==> config.mk <==
export PLATFORM = sky130hd
export DESIGN_NAME = code_frame_tx
export DESIGN_NICKNAME = d
export VERILOG_FILES = /design/src/rtl/code_frame_tx.sv
export SDC_FILE = /design/constraint.sdc
export NUM_CORES = 1
export LEC_CHECK = 0
export CAP_MARGIN = 10
export CORE_UTILIZATION = 43
export CTS_CLUSTER_DIAMETER = 200
export CTS_CLUSTER_SIZE = 8
export DETAILED_ROUTE_END_ITERATION = 10
export MAX_ROUTING_LAYER = met4
export PLACE_DENSITY = 0.61
export SYNTH_ARGS = -nofsm -noshare
export SYNTH_HDL_FRONTEND = slang
export SYNTH_SLANG_ARGS = --single-unit
==> constraint.sdc <==
create_clock -name clk -period 2.15 [get_ports clk]
set_input_delay 0.215 -clock clk [delete_from_list [all_inputs] [get_ports clk]]
set_output_delay 0.215 -clock clk [all_outputs]
set_load 0.05 [all_outputs]
==> src/rtl/code_frame_tx.sv <==
// -----------------------------------------------------------------------------
// code_frame_tx
//   Buffers 3-bit encoder codes in a small FIFO and serialises each one as a
//   UART-style frame: start(0), code bits LSB first, optional even parity,
//   stop(1). The line idles high. Back-to-back frames have no idle gap.
//
//   Optional feature macro: CODE_FRAME_PARITY_EN
//     defined   -> a PARITY bit (^code) follows the data bits
//     undefined -> the parity state and logic are compiled out
//
// Ports
//   clk         system clock, rising edge
//   rst         asynchronous, active-high reset
//   code_in     code from the encoder
//   code_valid  code_in valid this cycle
//   code_ready  FIFO not full (from registered state only)
//   tx_out      registered serial line
//   tx_busy     high while the FSM is outside IDLE
//   frame_done  1-cycle pulse in the last cycle of each stop bit
//   fifo_level  number of buffered codes
// -----------------------------------------------------------------------------
module code_frame_tx #(
    parameter int CODE_W       = 3,
    parameter int CLKS_PER_BIT = 16,
    parameter int FIFO_DEPTH   = 4
) (
    input  logic                          clk,
    input  logic                          rst,
    input  logic [CODE_W-1:0]             code_in,
    input  logic                          code_valid,
    output logic                          code_ready,
    output logic                          tx_out,
    output logic                          tx_busy,
    output logic                          frame_done,
    output logic [$clog2(FIFO_DEPTH):0]   fifo_level
);

    localparam int AW = $clog2(FIFO_DEPTH);
    localparam int CW = $clog2(CLKS_PER_BIT);
    localparam int BW = $clog2(CODE_W + 1);

    localparam logic [AW:0]   DEPTH_L  = (AW+1)'(FIFO_DEPTH);
    localparam logic [CW-1:0] CYC_LAST = CW'(CLKS_PER_BIT - 1);
    localparam logic [CW-1:0] CYC_PRE  = CW'(CLKS_PER_BIT - 2);
    localparam logic [BW-1:0] BIT_LAST = BW'(CODE_W - 1);

`ifdef CODE_FRAME_PARITY_EN
    typedef enum logic [2:0] {IDLE, START, DATA, PARITY, STOP} state_t;
`else
    typedef enum logic [2:0] {IDLE, START, DATA, STOP} state_t;
`endif

    // ---------------------------------------------------------------- FIFO
    logic [CODE_W-1:0] mem [FIFO_DEPTH];
    logic [AW-1:0]     wr_ptr, rd_ptr;
    logic [AW:0]       count;
    logic              nonempty_q;   // non-empty flag delayed one cycle
    logic              push, pop;
    logic [CODE_W-1:0] head;

    assign code_ready = (count != DEPTH_L);
    assign fifo_level = count;
    assign push       = code_valid && code_ready;
    assign head       = mem[rd_ptr];

    // NOTE: the storage array has no reset; entries are only read after being
    // written, and leaving it unreset lets it map onto plain RAM/flops.
    always_ff @(posedge clk) begin
        if (push) mem[wr_ptr] <= code_in;
    end

    // NOTE: every sequential block uses non-blocking assignments so all
    // registers update from the same pre-edge values.
    always_ff @(posedge clk or posedge rst) begin
        if (rst) begin
            wr_ptr     <= '0;
            rd_ptr     <= '0;
            count      <= '0;
            nonempty_q <= 1'b0;
        end else begin
            if (push) wr_ptr <= wr_ptr + 1'b1;   // wraps modulo FIFO_DEPTH
            if (pop)  rd_ptr <= rd_ptr + 1'b1;
            case ({push, pop})
                2'b10:   count <= count + 1'b1;
                2'b01:   count <= count - 1'b1;
                default: ;                        // both or neither: unchanged
            endcase
            nonempty_q <= (count != '0);
        end
    end

    // ---------------------------------------------------------------- FSM
    state_t            state;
    logic [CW-1:0]     cyc;
    logic [BW-1:0]     bit_cnt;
    logic [CODE_W-1:0] shift;
    logic [CODE_W-1:0] shift_nx;
    logic              cyc_last;
`ifdef CODE_FRAME_PARITY_EN
    logic              parity_q;
`endif

    assign shift_nx = shift >> 1;
    assign cyc_last = (cyc == CYC_LAST);

    // IDLE waits for the delayed flag so the first start bit appears two
    // edges after the push; STOP pops immediately to keep frames contiguous.
    // NOTE: the default assignment first keeps this block free of latches.
    always_comb begin
        pop = 1'b0;
        if (state == IDLE)
            pop = nonempty_q && (count != '0);
        else if (state == STOP && cyc_last)
            pop = (count != '0);
    end

    always_ff @(posedge clk or posedge rst) begin
        if (rst) begin
            state      <= IDLE;
            cyc        <= '0;
            bit_cnt    <= '0;
            shift      <= '0;
`ifdef CODE_FRAME_PARITY_EN
            parity_q   <= 1'b0;
`endif
            tx_out     <= 1'b1;
            tx_busy    <= 1'b0;
            frame_done <= 1'b0;
        end else begin
            frame_done <= 1'b0;
            case (state)
                IDLE: begin
                    cyc <= '0;
                    if (pop) begin
                        shift    <= head;
`ifdef CODE_FRAME_PARITY_EN
                        parity_q <= ^head;
`endif
                        state    <= START;
                        tx_out   <= 1'b0;
                        tx_busy  <= 1'b1;
                    end
                end
                START: begin
                    if (cyc_last) begin
                        cyc     <= '0;
                        bit_cnt <= '0;
                        state   <= DATA;
                        tx_out  <= shift[0];
                    end else begin
                        cyc <= cyc + 1'b1;
                    end
                end
                DATA: begin
                    if (cyc_last) begin
                        cyc <= '0;
                        if (bit_cnt == BIT_LAST) begin
`ifdef CODE_FRAME_PARITY_EN
                            state  <= PARITY;
                            tx_out <= parity_q;
`else
                            state  <= STOP;
                            tx_out <= 1'b1;
`endif
                        end else begin
                            bit_cnt <= bit_cnt + 1'b1;
                            shift   <= shift_nx;
                            tx_out  <= shift_nx[0];
                        end
                    end else begin
                        cyc <= cyc + 1'b1;
                    end
                end
`ifdef CODE_FRAME_PARITY_EN
                PARITY: begin
                    if (cyc_last) begin
                        cyc    <= '0;
                        state  <= STOP;
                        tx_out <= 1'b1;
                    end else begin
                        cyc <= cyc + 1'b1;
                    end
                end
`endif
                STOP: begin
                    // Registered pulse: set one edge early so it is high
                    // during the final stop cycle.
                    if (cyc == CYC_PRE) frame_done <= 1'b1;
                    if (cyc_last) begin
                        cyc <= '0;
                        if (pop) begin
                            shift    <= head;
`ifdef CODE_FRAME_PARITY_EN
                            parity_q <= ^head;
`endif
                            state    <= START;
                            tx_out   <= 1'b0;
                        end else begin
                            state   <= IDLE;
                            tx_out  <= 1'b1;
                            tx_busy <= 1'b0;
                        end
                    end else begin
                        cyc <= cyc + 1'b1;
                    end
                end
                default: begin
                    state   <= IDLE;
                    tx_out  <= 1'b1;
                    tx_busy <= 1'b0;
                end
            endcase
        end
    end

endmodule

**Yosys cells after proc, flatten, opt, wreduce, memory -nomap -nowiden**

Memories as Yosys holds them, arrays and structs flattened.
Index checks and enable logic that the tools add are counted.

- Word-level logic and storage cells: 87
- RAM bits: 12
- Input bits: 6
- Memories: 1
- Register bits: 23

Memory list:

| memory | words | bits a word | read ports | clocked after Yosys merged registers in | write ports | RTL line | RTL |
|---|---|---|---|---|---|---|---|
| mem | 4 | 3 | 1 | 0 | 1 | 54 | `logic [CODE_W-1:0] mem [FIFO_DEPTH];` |

- Equal/unequal tests: 16
- Reduce and logical (&&, ||, !) cells: 16
- Bitwise gates (word level): 1
- Multiplexer cells: 36
- $add $sub $neg: 6

Operators with widths:

| kind | number |
|---|---|
| 3-bit two-way mux | 9 |
| 1-bit two-way mux | 16 |
| 4-bit AND reduction | 4 |
| 2-bit inequality test, second input constant | 7 |
| 3-bit one-hot mux with 4 select lines | 1 |
| 3-bit one-hot mux with 3 select lines | 1 |
| 4-bit equality test, second input constant | 2 |
| 4-bit one-hot mux with 2 select lines | 1 |
| 2-bit by 1-bit adder with 2-bit output, second input constant | 3 |
| 3-bit by 2-bit equality test with 1-bit output, second input constant | 2 |
| 2-bit two-way mux | 3 |
| 3-bit one-hot mux with 2 select lines | 1 |
| 2-bit nonzero test | 3 |
| 3-bit nonzero test | 2 |
| 5-bit AND reduction | 1 |
| 4-bit by 1-bit adder with 4-bit output, second input constant | 1 |
| 2-bit equality test, second input constant | 2 |
| 4-bit two-way mux | 1 |
| 1-bit one-hot mux with 4 select lines | 1 |
| 2-bit one-hot mux with 2 select lines | 1 |
| 3-bit by 1-bit adder with 3-bit output, second input constant | 1 |
| 3-bit by 1-bit equality test with 1-bit output, second input constant | 1 |
| 1-bit logical AND | 3 |
| 3-bit logical NOT | 1 |
| other kinds (7) | 7 |

**Longest topological paths before layout**

- Word-level depth: 7
- Depth in mapped cells: 10
- Mapped depth without buffers: 10

**Least setup slack after synthesis**

Ideal clock, no wire load.

- Kind: register to register
- From: register count[2] (netlist: fifo_level[2])
- To: register count[2] (netlist: fifo_level[2])
- Data arrival time: 2,659 ps
- Stages on the path, launching flop included: 10
- Data required time: 2,068 ps
- Setup slack: -591 ps
- Period minus slack after synthesis: 2,741 ps
- Buffers on the path: 0
- Path through: dfrtp_1 -> nand3_1 -> and2_1 -> inv_1 -> ha_1 -> inv_1 -> fa_1 -> xor2_1 -> nor2_1 -> xor2_1

RTL lines:

| what | RTL line | RTL |
|---|---|---|
| from (decl) | 56 | `logic [AW:0] count;` |
| from (signal assigned) | 84 | `2'b10: count <= count + 1'b1;` |
| from (signal assigned) | 85 | `2'b01: count <= count - 1'b1;` |
| 3-bit inequality test (*) | 61 | `assign code_ready = (count != DEPTH_L);` |
| named net code_ready | 31 | `output logic code_ready,` |
| 1-bit logical AND (*) | 63 | `assign push = code_valid && code_ready;` |
| 2-bit by 1-bit equality test with 1-bit output / 2-bit equality test (equally long branches) | 83 | `case ({push, pop})` |
| 3-bit one-hot mux with 2 select lines / 2-bit nonzero test (equally long branches) | -- |  |

The timed path passes the listed nets; every way through them passes the cells marked *.
A chain may end at the register's enable or synchronous reset.

**Final worst setup path**

- From: register state[1]
- To: register count[2] (netlist: fifo_level[2])

- Cells in the longest elaborated chain, start to end: 6

Ends and longest elaborated chain:

| what | RTL line | RTL |
|---|---|---|
| from (decl) | 93 | `state_t state;` |
| from (signal assigned) | 119 | `state <= IDLE;` |
| from (signal assigned) | 139 | `state <= START;` |
| from (signal assigned) | 148 | `state <= DATA;` |
| 3-bit by 2-bit equality test with 1-bit output | 113 | `else if (state == STOP && cyc_last)` |
| 1-bit logical AND | 113 |  |
| 1-bit two-way mux | 113 |  |
| 1-bit two-way mux (*) | 111 | `if (state == IDLE)` |
| named net pop | 58 | `logic push, pop;` |
| 2-bit by 1-bit equality test with 1-bit output / 2-bit equality test (equally long branches) | 83 |  |
| 3-bit one-hot mux with 2 select lines / 2-bit nonzero test (equally long branches) | -- |  |

Marks and branches as above.

==> flow_summary_export.csv <==
group,metric,value,unit
status,outcome,"complete, no violations",
timing,tightest_slew,0.551,ns
clock_network,cts.path.max_buffers,2,
clock_network,cts_hold_buf,0,
global_routing,grt_first_pass_wirelength,5.20,mm
timing,fin_crit_sh,0.957,
critical_path,crit_cells,10,
timing,tns,0,ns
clock_network,path_clk_slew,0.07,ns
timing,min_period,2.06,ns
timing,hold_violations,0,
critical_path,crit_slowest_cell,"dfrtp_1",
clock_network,clk_latency,0.28,ns
power_and_ir_drop,ir_drop,770,uV
critical_path,crit_fanout,3,
synthesis,synth.distinct_cells,42,
final_layout,nNetsFinal,184,
synthesis,syn_area_per_cell,12.4,um^2
die,dieArea,4280,um^2
timing,finalSetupViolations,0,
final_layout,post_route_cells_drive_above_1_share,0.283,
critical_path,setup.worst_path.class,"reg2reg",
synthesis,yosys_register_bits,34,
clock_network,cts_buffers,5,
synthesis,synth_nets,158,
final_layout,final_cells,214,
synthesis,mappedNetlistArea,1730,um^2
detailed_routing,routed_via_density,5.16,
critical_path,cp-start-kind,"register",
clock_network,htreeDepth,2,
detailed_routing,drt_iter0_markers,32,
detailed_routing,wl,3.07,mm
detailed_routing,wl_per_cell,14.3,um
detailed_routing,ant_nets,0,
global_routing,antenna_found_initial,0,
timing,relSlewSlack,0.632,
clock_network,cts_tree,"done",
critical_path,critPathCaptureType,"register",
placement,hpwlAfterDp,2.29,mm
final_layout,layout_commonest_cell,"dfrtp_1",
clock_network,cts-root-buf,"clkbuf_8",
global_routing,overflow,0,
critical_path,cp_cell_sequence,"inv_1, ha_4, mux2_2, o211a_4, ha_2, inv_1, fa_2, xor2_1, nor2_1, xor2_1",
placement,gp_congestion,0.836,
synthesis,ys_warn_count,0,
timing,drv_slew,0,
critical_path,cpPeakStageDelay,0.38,ns
die,coreArea,3770,um^2
synthesis,synth_edf_count,12,
timing,whs,0.282,ns
detailed_routing,via_count,1105,
timing,fin_skew,0.00506,ns
synthesis,seq_area_frac_synth,0.527,
die,start_util,0.459,
job,maxCapViolCount,0,
detailed_routing,drc_errors,0,
final_layout,final_cell_mix,"18 x dfrtp_1, 13 x buf_4, 12 x clkdlybuf4s50_1, 12 x edfxtp_1",
critical_path,critPathBufInv,2,
die,die_x,65.4,um
global_routing,grt_max_degree,15,
die,die_h,65.4,um
final_layout,diodes,0,
timing,rsz0062_at_grt,"no",
critical_path,critPathTopFamily,"adder cells",
timing,fmax,0.486,GHz
synthesis,ys_async_sr_fraction,0.647,
clock_network,cts.sinks,34,
detailed_routing,dr.pass1.iters,4,
critical_path,crit_arrival,2.22,ns
die,fp-row-count,22,
synthesis,synth_ff_type,"dfrtp_1",
synthesis,synth_cells,139,
critical_path,required,2.31,ns
global_routing,grt_pass1_vias,1138,
placement,portBuffers,12,
power_and_ir_drop,p_leak,0.000917,uW
final_layout,syn_to_final_growth,24.8,%
global_routing,grt_use_total,0.166,
critical_path,r2r_cells,10,
min_path,hp-class,"in2async",
power_and_ir_drop,p_per_area,968,nW/um^2
die,boundaryPins,13,
placement,dp_cells,204,
## stage by stage
step / power, uW / util / setup WS [ns] / instance area, um^2
6_report: 2090 / 0.573 / 0.0918 / 2160
5_1_grt: 2190 / 0.573 / 0.00564 / 2160
4_1_cts: 2110 / 0.563 / 0.0112 / 2120
3_5_place_dp: 1400 / 0.526 / 0.00794 / 1980
3_3_place_gp: 1380 / 0.526 / 0.100 / 1980
2_1_floorplan: 1250 / - / 0.00878 / 1770
## repair_timing
item                       in CTS  in global routing
setup endpoints to repair       0                  2
gates resized for setup         0                  5
buffers inserted                0                  2
## cell families after synthesis
family,after synthesis,synth area share
multiplexers,13,0.103
flip-flops,34,0.527
buffers and inverters,18,0.0492
adder cells (fa/ha/maj),13,0.0983
XOR/XNOR,7,0.0354
AND/OR/NAND/NOR,33,0.0933
AO/OA/AOI/OAI,21,0.0933
## sequential cells by signal, summed over array words and instances (netlist names)
register and count:
tx_busy 1, shift 3, tx_out 1, rd_ptr 2, cyc 4, frame_done 1, mem 12, fifo_level 3
wr_ptr 2, nonempty_q 1, bit_cnt 2, state 2
## path summary, 6_finish.rpt
kind                            startpoint             to  slack (ns)
worst max-delay path              state[1]  fifo_level[2]        0.09
worst min-delay path                   rst      wr_ptr[1]        0.28
worst max register to register    state[1]  fifo_level[2]        0.09
worst min register to register    shift[0]       shift[0]        0.49
max in group asynchronous              rst       state[1]        1.33
min in group clk                  shift[0]       shift[0]        0.49
## per-layer routing
metal | share of wire | routed length [um] | vias to the layer above | track usage
met2 | 0.50 | 1520 | 19 | 0.262
met4 | 0 | 0 | 0 | 0.0326
met5 | 0 | 0 | - | -
met3 | 0.032 | 97 | 0 | 0.0417
met1 | 0.47 | 1450 | 544 | 0.218
li1 | - | - | 542 | -
## cell usage after synthesis (2+ instances only)
cell	instances	share of area
o21ai_0	4	0.012
and3_1	5	0.018
edfxtp_1	12	0.21
nor3_1	3	0.0087
buf_2	2	0.0058
ha_1	12	0.087
mux2_2	6	0.039
xnor2_1	4	0.020
nand2_1	6	0.013
dfrtp_1	21	0.30
clkbuf_1	2	0.0043
inv_1	12	0.026
mux2_1	3	0.020
a21oi_1	3	0.0087
xor2_1	3	0.015
nand3_1	3	0.0087
buf_6	2	0.013
mux4_2	3	0.039
nor2_1	10	0.022
## final cells by class
| cell class | count | area (um^2) |
|---|---|---|
| Fill cell | 301 | 1610 |
| Sequential cell | 34 | 916 |
| Multi-Input combinational cell | 87 | 783 |
| Timing Repair Buffer | 25 | 218 |
| Clock buffer | 5 | 68.8 |
| Clock inverter | 3 | 68.8 |
| Tap cell | 48 | 60.1 |
| Inverter | 12 | 45.0 |
## where the power goes
part	internal, uW	switching (uW)
clock network	465	234
logic	207	325
registers	786	72.9
Note: power is estimated with default switching activity, not from simulation.
